**src/rtl/mem_port_arbiter_if.sv**
```systemverilog
// -----------------------------------------------------------------------------
// mem_port_arbiter_if
//   Bundles every signal of the shared memory-port arbiter except clock/reset.
//
//   Fetch side  : if_req, if_addr        -> if_ack, if_rdata
//   Data side   : dm_req, dm_we, dm_addr, dm_wdata -> dm_ack, dm_rdata
//   Memory side : mem_en, mem_we, mem_addr, mem_wdata -> mem_rdata, mem_ready
//   Status      : err, stall, perf_if_cnt, perf_dm_cnt, perf_conf_cnt
//
//   Modports
//     slave  : the arbiter itself (serves both pipeline stages, drives memory)
//     master : the environment (pipeline requesters and the memory device)
// -----------------------------------------------------------------------------
interface mem_port_arbiter_if;
  logic        if_req;
  logic [15:0] if_addr;
  logic        if_ack;
  logic [15:0] if_rdata;

  logic        dm_req;
  logic        dm_we;
  logic [15:0] dm_addr;
  logic [15:0] dm_wdata;
  logic        dm_ack;
  logic [15:0] dm_rdata;

  logic        mem_en;
  logic        mem_we;
  logic [15:0] mem_addr;
  logic [15:0] mem_wdata;
  logic [15:0] mem_rdata;
  logic        mem_ready;

  logic        err;
  logic        stall;
  logic [15:0] perf_if_cnt;
  logic [15:0] perf_dm_cnt;
  logic [15:0] perf_conf_cnt;

  modport slave (
    input  if_req, if_addr, dm_req, dm_we, dm_addr, dm_wdata, mem_rdata, mem_ready,
    output if_ack, if_rdata, dm_ack, dm_rdata, mem_en, mem_we, mem_addr, mem_wdata,
           err, stall, perf_if_cnt, perf_dm_cnt, perf_conf_cnt
  );

  modport master (
    output if_req, if_addr, dm_req, dm_we, dm_addr, dm_wdata, mem_rdata, mem_ready,
    input  if_ack, if_rdata, dm_ack, dm_rdata, mem_en, mem_we, mem_addr, mem_wdata,
           err, stall, perf_if_cnt, perf_dm_cnt, perf_conf_cnt
  );
endinterface

```
**src/rtl/mem_port_arbiter.sv**
```systemverilog
// -----------------------------------------------------------------------------
// mem_port_arbiter
//   Shares one 16-bit memory port between the fetch stage and the mem stage.
//   Data requests win conflicts, but after STARVE_MAX consecutive data grants
//   with a fetch waiting, the fetch is forced through. An access that sees no
//   mem_ready for TIMEOUT cycles is aborted and acked with rdata 16'hFFFF and
//   err=1. Every transaction is IDLE -> ACCESS (1+ cycles) -> RESP.
//
//   Ports
//     clock : rising-edge clock
//     reset : synchronous, active-low reset
//     bus   : mem_port_arbiter_if.slave (requests, acks, memory port, status)
//
//   Parameters
//     STARVE_MAX : data grants tolerated while fetch waits (1..15)
//     TIMEOUT    : ACCESS cycles without mem_ready before abort (1..255)
//
//   Build option
//     MEM_PORT_ARBITER_PERF_EN : when defined, builds saturating grant and
//     conflict counters; otherwise the perf outputs are tied to zero.
// -----------------------------------------------------------------------------
module mem_port_arbiter #(
  parameter int STARVE_MAX = 3,
  parameter int TIMEOUT    = 255
) (
  input logic               clock,
  input logic               reset,
  mem_port_arbiter_if.slave bus
);

  typedef enum logic [1:0] {IDLE, ACCESS, RESP} state_t;

  localparam logic [3:0] STARVE_LIM = 4'(STARVE_MAX);
  // The counter holds the number of already-missed cycles, so the current
  // miss is the TIMEOUT-th one when it equals TIMEOUT-1.
  localparam logic [7:0] TMO_LAST   = 8'(TIMEOUT - 1);

  state_t      state, state_nxt;
  logic        grant;       // a new transaction is accepted this cycle
  logic        grant_dm;    // ... and it belongs to the data side
  logic        tmo_hit;     // this ACCESS cycle exhausts the wait budget
  logic        owner_dm;
  logic        timed_out;
  logic [3:0]  starve_cnt;
  logic [7:0]  tmo_cnt;
  logic [15:0] resp_data;

  // NOTE: every variable assigned in always_comb gets a default first, so no
  // path through the case statement can leave it unassigned and infer a latch.
  always_comb begin
    state_nxt = state;
    grant     = 1'b0;
    grant_dm  = 1'b0;
    tmo_hit   = 1'b0;
    unique case (state)
      IDLE: begin
        if (bus.if_req || bus.dm_req) begin
          grant     = 1'b1;
          grant_dm  = bus.dm_req && !(bus.if_req && starve_cnt == STARVE_LIM);
          state_nxt = ACCESS;
        end
      end
      ACCESS: begin
        if (bus.mem_ready) begin
          state_nxt = RESP;
        end else if (tmo_cnt == TMO_LAST) begin
          tmo_hit   = 1'b1;
          state_nxt = RESP;
        end
      end
      RESP:    state_nxt = IDLE;
      default: state_nxt = IDLE;
    endcase
  end

  // NOTE: sequential state uses non-blocking assignments so every register
  // samples pre-edge values regardless of statement or process order.
  always_ff @(posedge clock) begin
    if (!reset) state <= IDLE;
    else        state <= state_nxt;
  end

  assign resp_data = bus.mem_ready ? bus.mem_rdata : 16'hFFFF;

  always_ff @(posedge clock) begin
    if (!reset) begin
      owner_dm      <= 1'b0;
      timed_out     <= 1'b0;
      starve_cnt    <= '0;
      tmo_cnt       <= '0;
      bus.mem_we    <= 1'b0;
      bus.mem_addr  <= '0;
      bus.mem_wdata <= '0;
      bus.if_rdata  <= '0;
      bus.dm_rdata  <= '0;
    end else begin
      if (grant) begin
        owner_dm      <= grant_dm;
        timed_out     <= 1'b0;
        tmo_cnt       <= '0;
        bus.mem_addr  <= grant_dm ? bus.dm_addr : bus.if_addr;
        bus.mem_we    <= grant_dm && bus.dm_we;
        bus.mem_wdata <= (grant_dm && bus.dm_we) ? bus.dm_wdata : 16'h0000;
        // Only data grants that overtake a waiting fetch count as starvation.
        if (!grant_dm)
          starve_cnt <= '0;
        else if (bus.if_req && starve_cnt != STARVE_LIM)
          starve_cnt <= starve_cnt + 4'd1;
      end
      if (state == ACCESS) begin
        if (state_nxt == RESP) begin
          if (owner_dm) bus.dm_rdata <= resp_data;
          else          bus.if_rdata <= resp_data;
          timed_out <= tmo_hit;
        end else begin
          tmo_cnt <= tmo_cnt + 8'd1;
        end
      end
    end
  end

  // Strobes decode straight from registered state, so they are glitch-free
  // and the ack lasts exactly the single RESP cycle.
  assign bus.mem_en = (state == ACCESS);
  assign bus.if_ack = (state == RESP) && !owner_dm;
  assign bus.dm_ack = (state == RESP) &&  owner_dm;
  assign bus.err    = (state == RESP) &&  timed_out;
  assign bus.stall  = (bus.if_req && !bus.if_ack) || (bus.dm_req && !bus.dm_ack);

`ifdef MEM_PORT_ARBITER_PERF_EN
  logic [15:0] perf_if, perf_dm, perf_conf;

  always_ff @(posedge clock) begin
    if (!reset) begin
      perf_if   <= '0;
      perf_dm   <= '0;
      perf_conf <= '0;
    end else begin
      if (grant && !grant_dm && perf_if != 16'hFFFF) perf_if <= perf_if + 16'd1;
      if (grant &&  grant_dm && perf_dm != 16'hFFFF) perf_dm <= perf_dm + 16'd1;
      if (state == IDLE && bus.if_req && bus.dm_req && perf_conf != 16'hFFFF)
        perf_conf <= perf_conf + 16'd1;
    end
  end

  assign bus.perf_if_cnt   = perf_if;
  assign bus.perf_dm_cnt   = perf_dm;
  assign bus.perf_conf_cnt = perf_conf;
`else
  assign bus.perf_if_cnt   = 16'h0000;
  assign bus.perf_dm_cnt   = 16'h0000;
  assign bus.perf_conf_cnt = 16'h0000;
`endif

endmodule

```
**src/flat_wrapper.sv**
```systemverilog
// flat-port wrapper written by rule: the top's interface ports become plain ports
module mem_port_arbiter_flat 
#(
  parameter int STARVE_MAX = 3,
  parameter int TIMEOUT    = 255
)
  (clock, reset, bus_if_req, bus_if_addr, bus_dm_req, bus_dm_we, bus_dm_addr, bus_dm_wdata, bus_mem_rdata, bus_mem_ready, bus_if_ack, bus_if_rdata, bus_dm_ack, bus_dm_rdata, bus_mem_en, bus_mem_we, bus_mem_addr, bus_mem_wdata, bus_err, bus_stall, bus_perf_if_cnt, bus_perf_dm_cnt, bus_perf_conf_cnt);
  mem_port_arbiter_if bus_i ();
  input logic clock;
  input logic reset;
  input wire logic [$bits(bus_i.if_req)-1:0] bus_if_req;
  input wire logic [$bits(bus_i.if_addr)-1:0] bus_if_addr;
  input wire logic [$bits(bus_i.dm_req)-1:0] bus_dm_req;
  input wire logic [$bits(bus_i.dm_we)-1:0] bus_dm_we;
  input wire logic [$bits(bus_i.dm_addr)-1:0] bus_dm_addr;
  input wire logic [$bits(bus_i.dm_wdata)-1:0] bus_dm_wdata;
  input wire logic [$bits(bus_i.mem_rdata)-1:0] bus_mem_rdata;
  input wire logic [$bits(bus_i.mem_ready)-1:0] bus_mem_ready;
  output wire logic [$bits(bus_i.if_ack)-1:0] bus_if_ack;
  output wire logic [$bits(bus_i.if_rdata)-1:0] bus_if_rdata;
  output wire logic [$bits(bus_i.dm_ack)-1:0] bus_dm_ack;
  output wire logic [$bits(bus_i.dm_rdata)-1:0] bus_dm_rdata;
  output wire logic [$bits(bus_i.mem_en)-1:0] bus_mem_en;
  output wire logic [$bits(bus_i.mem_we)-1:0] bus_mem_we;
  output wire logic [$bits(bus_i.mem_addr)-1:0] bus_mem_addr;
  output wire logic [$bits(bus_i.mem_wdata)-1:0] bus_mem_wdata;
  output wire logic [$bits(bus_i.err)-1:0] bus_err;
  output wire logic [$bits(bus_i.stall)-1:0] bus_stall;
  output wire logic [$bits(bus_i.perf_if_cnt)-1:0] bus_perf_if_cnt;
  output wire logic [$bits(bus_i.perf_dm_cnt)-1:0] bus_perf_dm_cnt;
  output wire logic [$bits(bus_i.perf_conf_cnt)-1:0] bus_perf_conf_cnt;
  assign bus_i.if_req = bus_if_req;
  assign bus_i.if_addr = bus_if_addr;
  assign bus_i.dm_req = bus_dm_req;
  assign bus_i.dm_we = bus_dm_we;
  assign bus_i.dm_addr = bus_dm_addr;
  assign bus_i.dm_wdata = bus_dm_wdata;
  assign bus_i.mem_rdata = bus_mem_rdata;
  assign bus_i.mem_ready = bus_mem_ready;
  assign bus_if_ack = bus_i.if_ack;
  assign bus_if_rdata = bus_i.if_rdata;
  assign bus_dm_ack = bus_i.dm_ack;
  assign bus_dm_rdata = bus_i.dm_rdata;
  assign bus_mem_en = bus_i.mem_en;
  assign bus_mem_we = bus_i.mem_we;
  assign bus_mem_addr = bus_i.mem_addr;
  assign bus_mem_wdata = bus_i.mem_wdata;
  assign bus_err = bus_i.err;
  assign bus_stall = bus_i.stall;
  assign bus_perf_if_cnt = bus_i.perf_if_cnt;
  assign bus_perf_dm_cnt = bus_i.perf_dm_cnt;
  assign bus_perf_conf_cnt = bus_i.perf_conf_cnt;
  mem_port_arbiter #(.STARVE_MAX(STARVE_MAX), .TIMEOUT(TIMEOUT)) u_core (.clock(clock), .reset(reset), .bus(bus_i));
endmodule
```
**config.mk**
```make
export PLATFORM = sky130hd
export DESIGN_NAME = mem_port_arbiter_flat
export DESIGN_NICKNAME = d
export VERILOG_FILES = /design/src/rtl/mem_port_arbiter_if.sv /design/src/rtl/mem_port_arbiter.sv /design/src/flat_wrapper.sv
export SDC_FILE = /design/constraint.sdc
export NUM_CORES = 1
export LEC_CHECK = 0
export CAP_MARGIN = 20
export CORE_MARGIN = 5
export CORE_UTILIZATION = 38
export DETAILED_ROUTE_END_ITERATION = 16
export PLACE_DENSITY = 0.79
export SLEW_MARGIN = 10
export SYNTH_ARGS = -nofsm -noshare
export SYNTH_HDL_FRONTEND = slang
export SYNTH_SLANG_ARGS = --single-unit
```
**constraint.sdc**
```tcl
create_clock -name clock -period 1.9 [get_ports clock]
set_input_delay 0.19 -clock clock [delete_from_list [all_inputs] [get_ports clock]]
set_output_delay 0.19 -clock clock [all_outputs]
set_load 0.02 [all_outputs]
```
==> reports/metrics.cfg, run 1 <==
[die]
start_util_pct=38.77
std_cell_rows=35
die-area_um2=11370
die_w_um=106.6
core_um2=9153
die_y_um=106.6
io_pins=188

[sta]
fin_crit_sh_pct=93.28
worst_slew_pin_slew_ns=0.6596
fin_crit_ns=1.772
hold_ws_ns=0.3420
max_freq_ghz=0.5642
worst_slack_ns=0.1277
rsz0062_at_grt=true
hold_viol=0
slew_headroom_pct=55.98
finalSetupTns_ns=0
drv_slew=0
setup_viol=0
fin_skew_ns=0.01281

[cells_and_area]
final_cells=663
final_layout_size_suffix_gt1_share_pct=8.152
diodes=0
syn_to_final_growth_pct=43.51
design_area_um2=5092
fin_util_pct=55.64
fin_nets=620
num-fill-cells=830

[clock_network]
cts-resized-gates=6
cts_tree=built
numCtsBuffers=9
cts_sinks=81
clkTransAtPathRegs_ns=0.09
insertion_delay_ns=0.35
cts_hold_buffers=0
cts_setup_buffers=0
clockBufferDepth=2
cts_root_buf=clkbuf_8
htree_levels=3

[worst_setup_path]
cp.arrival_ns=1.58
cp_max_fo=3
startpoint_type=flip-flop
required_ns=1.71
critical_path_class=flip-flop to output port
worstSetupEndpointType=output port

[drt]
via_per_inst=4.828
antenna_left=0
wl_per_cell_um=14.21
vias=3201
drt_iter0_drc=149
drc=0
first_pass_iters=4
wirelength_um=9418

[place]
io_buffers=139
globalplace.congestion=0.7471
dp.cells=646
pre_cts_slack_ns=-0.09180
dpl.hpwl_um=7088
postPlaceCellArea_um2=4901

[status]
run_status=complete, no violations

[synth]
synth_seq_area_share_pct=45.70
synthArstFlopShare_pct=0
yosysTopAreaCellShare_pct=45.70
synth_area_leader_cell=dfxtp_1
syn_area_um2=3548
synthTopCellsByCount=81 x dfxtp_1, 56 x a21oi_1, 52 x buf_4
synth_edf_count=0
synthTopCellsByArea=dfxtp_1 46%, buf_4 11%, a21oi_1 7.9%
syn_area_per_cell_um2=8.783
syn_inst=404
synth_top_flop_cell=dfxtp_1
yosysMostFrequentCell=dfxtp_1
yosys_warnings=0
yosysUniqueCellTypes=45
yosys_register_bits=81

[global_route]
grt_overflow_total=0
grt_max_degree=34
grt_antenna_before_repair=0
grtUsageTotal_pct=16.10
grt_pass1_wl_um=14860
grt_pass1_vias=3056

[flow_run]
drv_cap=0

[power]
power.leakage_nw=2.091
power_mw=3.859
power_density_nw_per_um2=757.7
vdd_ir_drop_max_mv=0.4650

[worst_hold_path]
hp-class=input port to flip-flop

==> logic make-up after synthesis <==
family,Yosys count,synth area share [%]
AND/OR/NAND/NOR,116,15.34
adder cells (fa/ha/maj),3,1.058
buffers and inverters,77,14.03
flip-flops,81,45.70
other,1,0.1057
multiplexers,16,4.513
AO/OA/AOI/OAI,110,19.25
==> state kept, by name, summed over array words and instances (netlist names) <==
register	count
u_core.bus.mem_wdata	16
u_core.owner_dm	1
u_core.bus.mem_addr	16
u_core.timed_out	1
u_core.state	2
u_core.bus.dm_rdata	16
u_core.bus.mem_we	1
u_core.tmo_cnt	8
u_core.bus.if_rdata	16
u_core.starve_cnt	4
==> worst max-delay path: stages (launching register included) <==
cell and delay, ns:
dfxtp_1 0.39, nor2b_1 0.21, nor2b_2 0.22, o22ai_1 0.09, dlygate4sd2_1 0.33
==> per-layer routing <==
metal,wire (µm),track usage (%),vias to the layer above,share of wire [%]
met1,3753,18.75,1462,40
met3,975,6.321,10,10
li1,-,-,1581,-
met4,110,4.475,0,1.2
met2,4578,27.47,148,49
met5,0,0,-,0
==> area by class of cell <==
type | instances | area (µm²) | area share, %
clock buffer | 10 | 137.6 | 2.703
timing repair buffer | 155 | 1504 | 29.53
tap | 111 | 138.9 | 2.727
multi-input combinational | 293 | 1620 | 31.82
sequential | 81 | 1622 | 31.84
inverter | 7 | 26.28 | 0.5160
clock inverter | 6 | 43.79 | 0.8600
==> worst paths after layout <==
check | from | to | slack [ns] | depth (start not counted)
min | reset | u_core.tmo_cnt[6] | 0.34 | 4
max reg2reg | u_core.tmo_cnt[3] | u_core.bus.if_rdata[2] | 0.14 | 4
min reg2reg | u_core.bus.dm_rdata[0] | u_core.bus.dm_rdata[0] | 0.45 | 2
max | u_core.state[1] | bus_stall | 0.13 | 4
==> power breakdown <==
group | total, mW | internal (mW) | switching, mW | leakage, nW
Clock | 1.15 | 0.510 | 0.639 | 0.0805
Combinational | 0.859 | 0.397 | 0.462 | 1.35
Sequential | 1.85 | 1.80 | 0.0547 | 0.661
Total | 3.86 | 2.70 | 1.16 | 2.09
==> cell usage in the layout, fill, tap and decap left out, types with 3 or more instances in the layout <==
cell type and n:
clkinvlp_4 4, ha_1 3, conb_1 48, dfxtp_1 81
or3_1 5, dlygate4sd2_1 4, inv_1 6, nor2_1 37
nand4_1 5, o21ai_0 18, nand2_1 39, nand3_1 9
a21oi_1 56, a21o_1 3, clkdlybuf4s50_1 133, a22o_1 16
buf_4 16, mux2i_1 16, o211ai_1 4, and3_1 4
clkbuf_8 10
Note: power is estimated with default switching activity, not from simulation.
==> run 2, diff against run 1 <==
--- a/config.mk
+++ b/config.mk
@@ -7,9 +7,10 @@
 export LEC_CHECK = 0
 export CAP_MARGIN = 20
 export CORE_MARGIN = 5
-export CORE_UTILIZATION = 38
+export CORE_UTILIZATION = 25
 export DETAILED_ROUTE_END_ITERATION = 16
-export PLACE_DENSITY = 0.79
+export MAX_ROUTING_LAYER = met4
+export PLACE_DENSITY = 0.56
 export SLEW_MARGIN = 10
 export SYNTH_ARGS = -nofsm -noshare
 export SYNTH_HDL_FRONTEND = slang
==> constraint.sdc (replaced) <==
create_clock -name clock -period 2.2 [get_ports clock]
set_input_delay 0.22 -clock clock [delete_from_list [all_inputs] [get_ports clock]]
set_output_delay 0.22 -clock clock [all_outputs]
set_load 0.02 [all_outputs]
==> run 2 against run 1 <==
Sequential power down 14%. Die area up 47%. Non-clock buffer count down 6. Power up 0.27%. Worst hold slack better by 0.038 ns. Critical path depth unchanged. Largest power group unchanged.
==> reports/metrics.cfg, run 2 (synthesized netlist as in run 1, its figures left out) <==
[worst_setup_path]
r2r_end=u_core.bus.if_rdata[1]  ; was u_core.bus.if_rdata[2]
r2r_slack_ns=0.35  ; was 0.14 ns
worstSetupEndpointType=output port  ; unchanged
rr_worst_depth=5  ; was 4
critical_path_class=flip-flop to output port  ; unchanged
slowest_stage=clkdlybuf4s50_1  ; was dfxtp_1
required_ns=1.98  ; was 1.71 ns
startpoint_type=flip-flop  ; unchanged
cp.arrival_ns=1.80  ; was 1.58 ns
cp_max_fo=3  ; unchanged
slowest_delay_ns=0.65  ; was 0.39 ns
reg2reg_from=u_core.tmo_cnt[1]  ; was u_core.tmo_cnt[3]
cp_cell_sequence=nor2b_1, and2_1, o22ai_1, clkdlybuf4s50_1  ; was nor2b_1, nor2b_2, o22ai_1, dlygate4sd2_1

[sta]
drv_slew=0  ; unchanged
rsz0062_at_grt=false  ; was true
fin_skew_ns=0.008506  ; was 0.01281 ns
max_freq_ghz=0.4955
worst_slack_ns=0.1820  ; was 0.1277 ns
finalSetupTns_ns=0  ; unchanged
slew_headroom_pct=56.58  ; was 55.98%
fin_crit_sh_pct=91.73
fin_crit_ns=2.018
setup_viol=0  ; unchanged
hold_viol=0  ; unchanged
worst_slew_pin_slew_ns=0.6506  ; was 0.6596 ns

[power]
vdd_ir_drop_max_mv=0.3539  ; was 0.4650 mV
power_density_nw_per_um2=734.6  ; was 757.7 nW/µm²
power.leakage_nw=2.100  ; was 2.091 nW
power_mw=3.869  ; was 3.859 mW

[global_route]
grtUsageTotal_pct=12.26  ; was 16.10%
grt_max_degree=61  ; was 34
grt_pass1_wl_um=15620  ; was 14860 µm
grt_pass1_vias=3145  ; was 3056
grt_antenna_before_repair=0  ; unchanged
grt_overflow_total=0  ; unchanged

[drt]
wl_per_cell_um=13.94  ; was 14.21 µm
vias=3179  ; was 3201
antenna_left=0  ; unchanged
drt_iter0_drc=121  ; was 149
first_pass_iters=4  ; unchanged
drc=0  ; unchanged
wirelength_um=10120  ; was 9418 µm
via_per_inst=4.379  ; was 4.828

[place]
dpl.hpwl_um=7503  ; was 7088 µm
io_buffers=139  ; unchanged
globalplace.congestion=0.8151  ; was 0.7471
pre_cts_slack_ns=0.05995  ; was -0.09180 ns

[clock_network]
cts_tree=built  ; unchanged
cts-resized-gates=0  ; was 6
cts_sinks=81  ; unchanged
cts_setup_buffers=0  ; unchanged
cts_root_buf=clkbuf_16  ; was clkbuf_8
numCtsBuffers=9  ; unchanged
htree_levels=3  ; unchanged
cts_hold_buffers=0  ; unchanged
clockBufferDepth=2  ; unchanged
clkTransAtPathRegs_ns=0.06  ; was 0.09 ns
insertion_delay_ns=0.34  ; was 0.35 ns

[die]
io_pins=188  ; unchanged
start_util_pct=25.56  ; was 38.77%
std_cell_rows=43  ; was 35
die-area_um2=16680  ; was 11370 µm²
die_w_um=129.1  ; was 106.6 µm
die_y_um=129.1  ; was 106.6 µm
core_um2=13880  ; was 9153 µm²

[worst_hold_path]
hp-class=input port to flip-flop  ; unchanged
min_path_cells=3  ; was 4
min_to=u_core.starve_cnt[1]  ; was u_core.tmo_cnt[6]
min_from=reset  ; unchanged

[cells_and_area]
fin_util_pct=37.95  ; was 55.64%
layout_commonest_cell=clkdlybuf4s50_1  ; unchanged
diodes=0  ; unchanged
syn_to_final_growth_pct=48.45  ; was 43.51%
fin_nets=614  ; was 620
layout_common_cells=138 x clkdlybuf4s50_1, 81 x dfxtp_1, 56 x a21oi_1  ; was 133 x clkdlybuf4s50_1, 81 x dfxtp_1, 56 x a21oi_1
final_layout_size_suffix_gt1_share_pct=6.593  ; was 8.152%

[flow_run]
drv_cap=0  ; unchanged

[status]
run_status=complete, no violations  ; unchanged

==> run 2: cell types whose count changed in the layout (fill, tap and decap cells not counted), sizes merged <==
cell,delta
inv,+1
dlygate4sd2,-4
dlymetal6s2s,-1
bufinv,+1
clkbuf,+1
clkinvlp,-2
buf,-6
clkinv,-1
clkdlybuf4s50,+5
==> run 2: critical path, delay by kind of cell (launching register included) <==
family	cells	cell delay, ns
buffers and inverters	1	0.65
AND/OR/NAND/NOR	2	0.33
AO/OA/AOI/OAI	1	0.17
flip-flops	1	0.33
==> run 2: area by class of cell <==
cell class              count  area [µm²]
clock buffers              11       242.7
clock inverters             5       62.56
fillers                  1433        8613
inverters                   7       26.28
multi-input cells         293        1615
flip-flops and latches     81        1622
well taps                 180       225.2
repair buffers            149        1474
==> run 2: per-layer routing <==
metal | part of all wire [%] | GRT usage, %
met2 | 45 | 18.93
met3 | 9.0 | 3.751
met1 | 43 | 14.39
met4 | 3.1 | 6.300
met5 | 0 | -
==> run 2: through the flow <==
step           hold slack, ns  instances  area, µm²
2_1_floorplan          0.3351        451       3725
3_3_place_gp           0.4355        709       4955
3_5_place_dp           0.4449        709       4955
4_1_cts                0.3922        725       5260
5_1_grt                0.4436        726       5268
6_report               0.3798        726       5268
==> run 2: where the power goes <==
part | switching [mW] | leakage, nW | internal (mW)
sequential | 0.0479 | 0.661 | 1.55
combinational | 0.400 | 1.30 | 0.339
clock | 0.613 | 0.142 | 0.916
total | 1.06 | 2.10 | 2.81
==> run 2: worst max path at each step <==
stage,from,endpoint,cells past startpoint
after CTS,u_core.state[1],bus_stall,4
after global routing,u_core.state[1],bus_stall,4
after detailed placement,bus_dm_req,u_core.bus.mem_wdata[13],5
final,u_core.state[1],bus_stall,4
after floorplan,u_core.tmo_cnt[0],u_core.tmo_cnt[5],7
after global placement,bus_dm_req,u_core.bus.mem_wdata[15],5
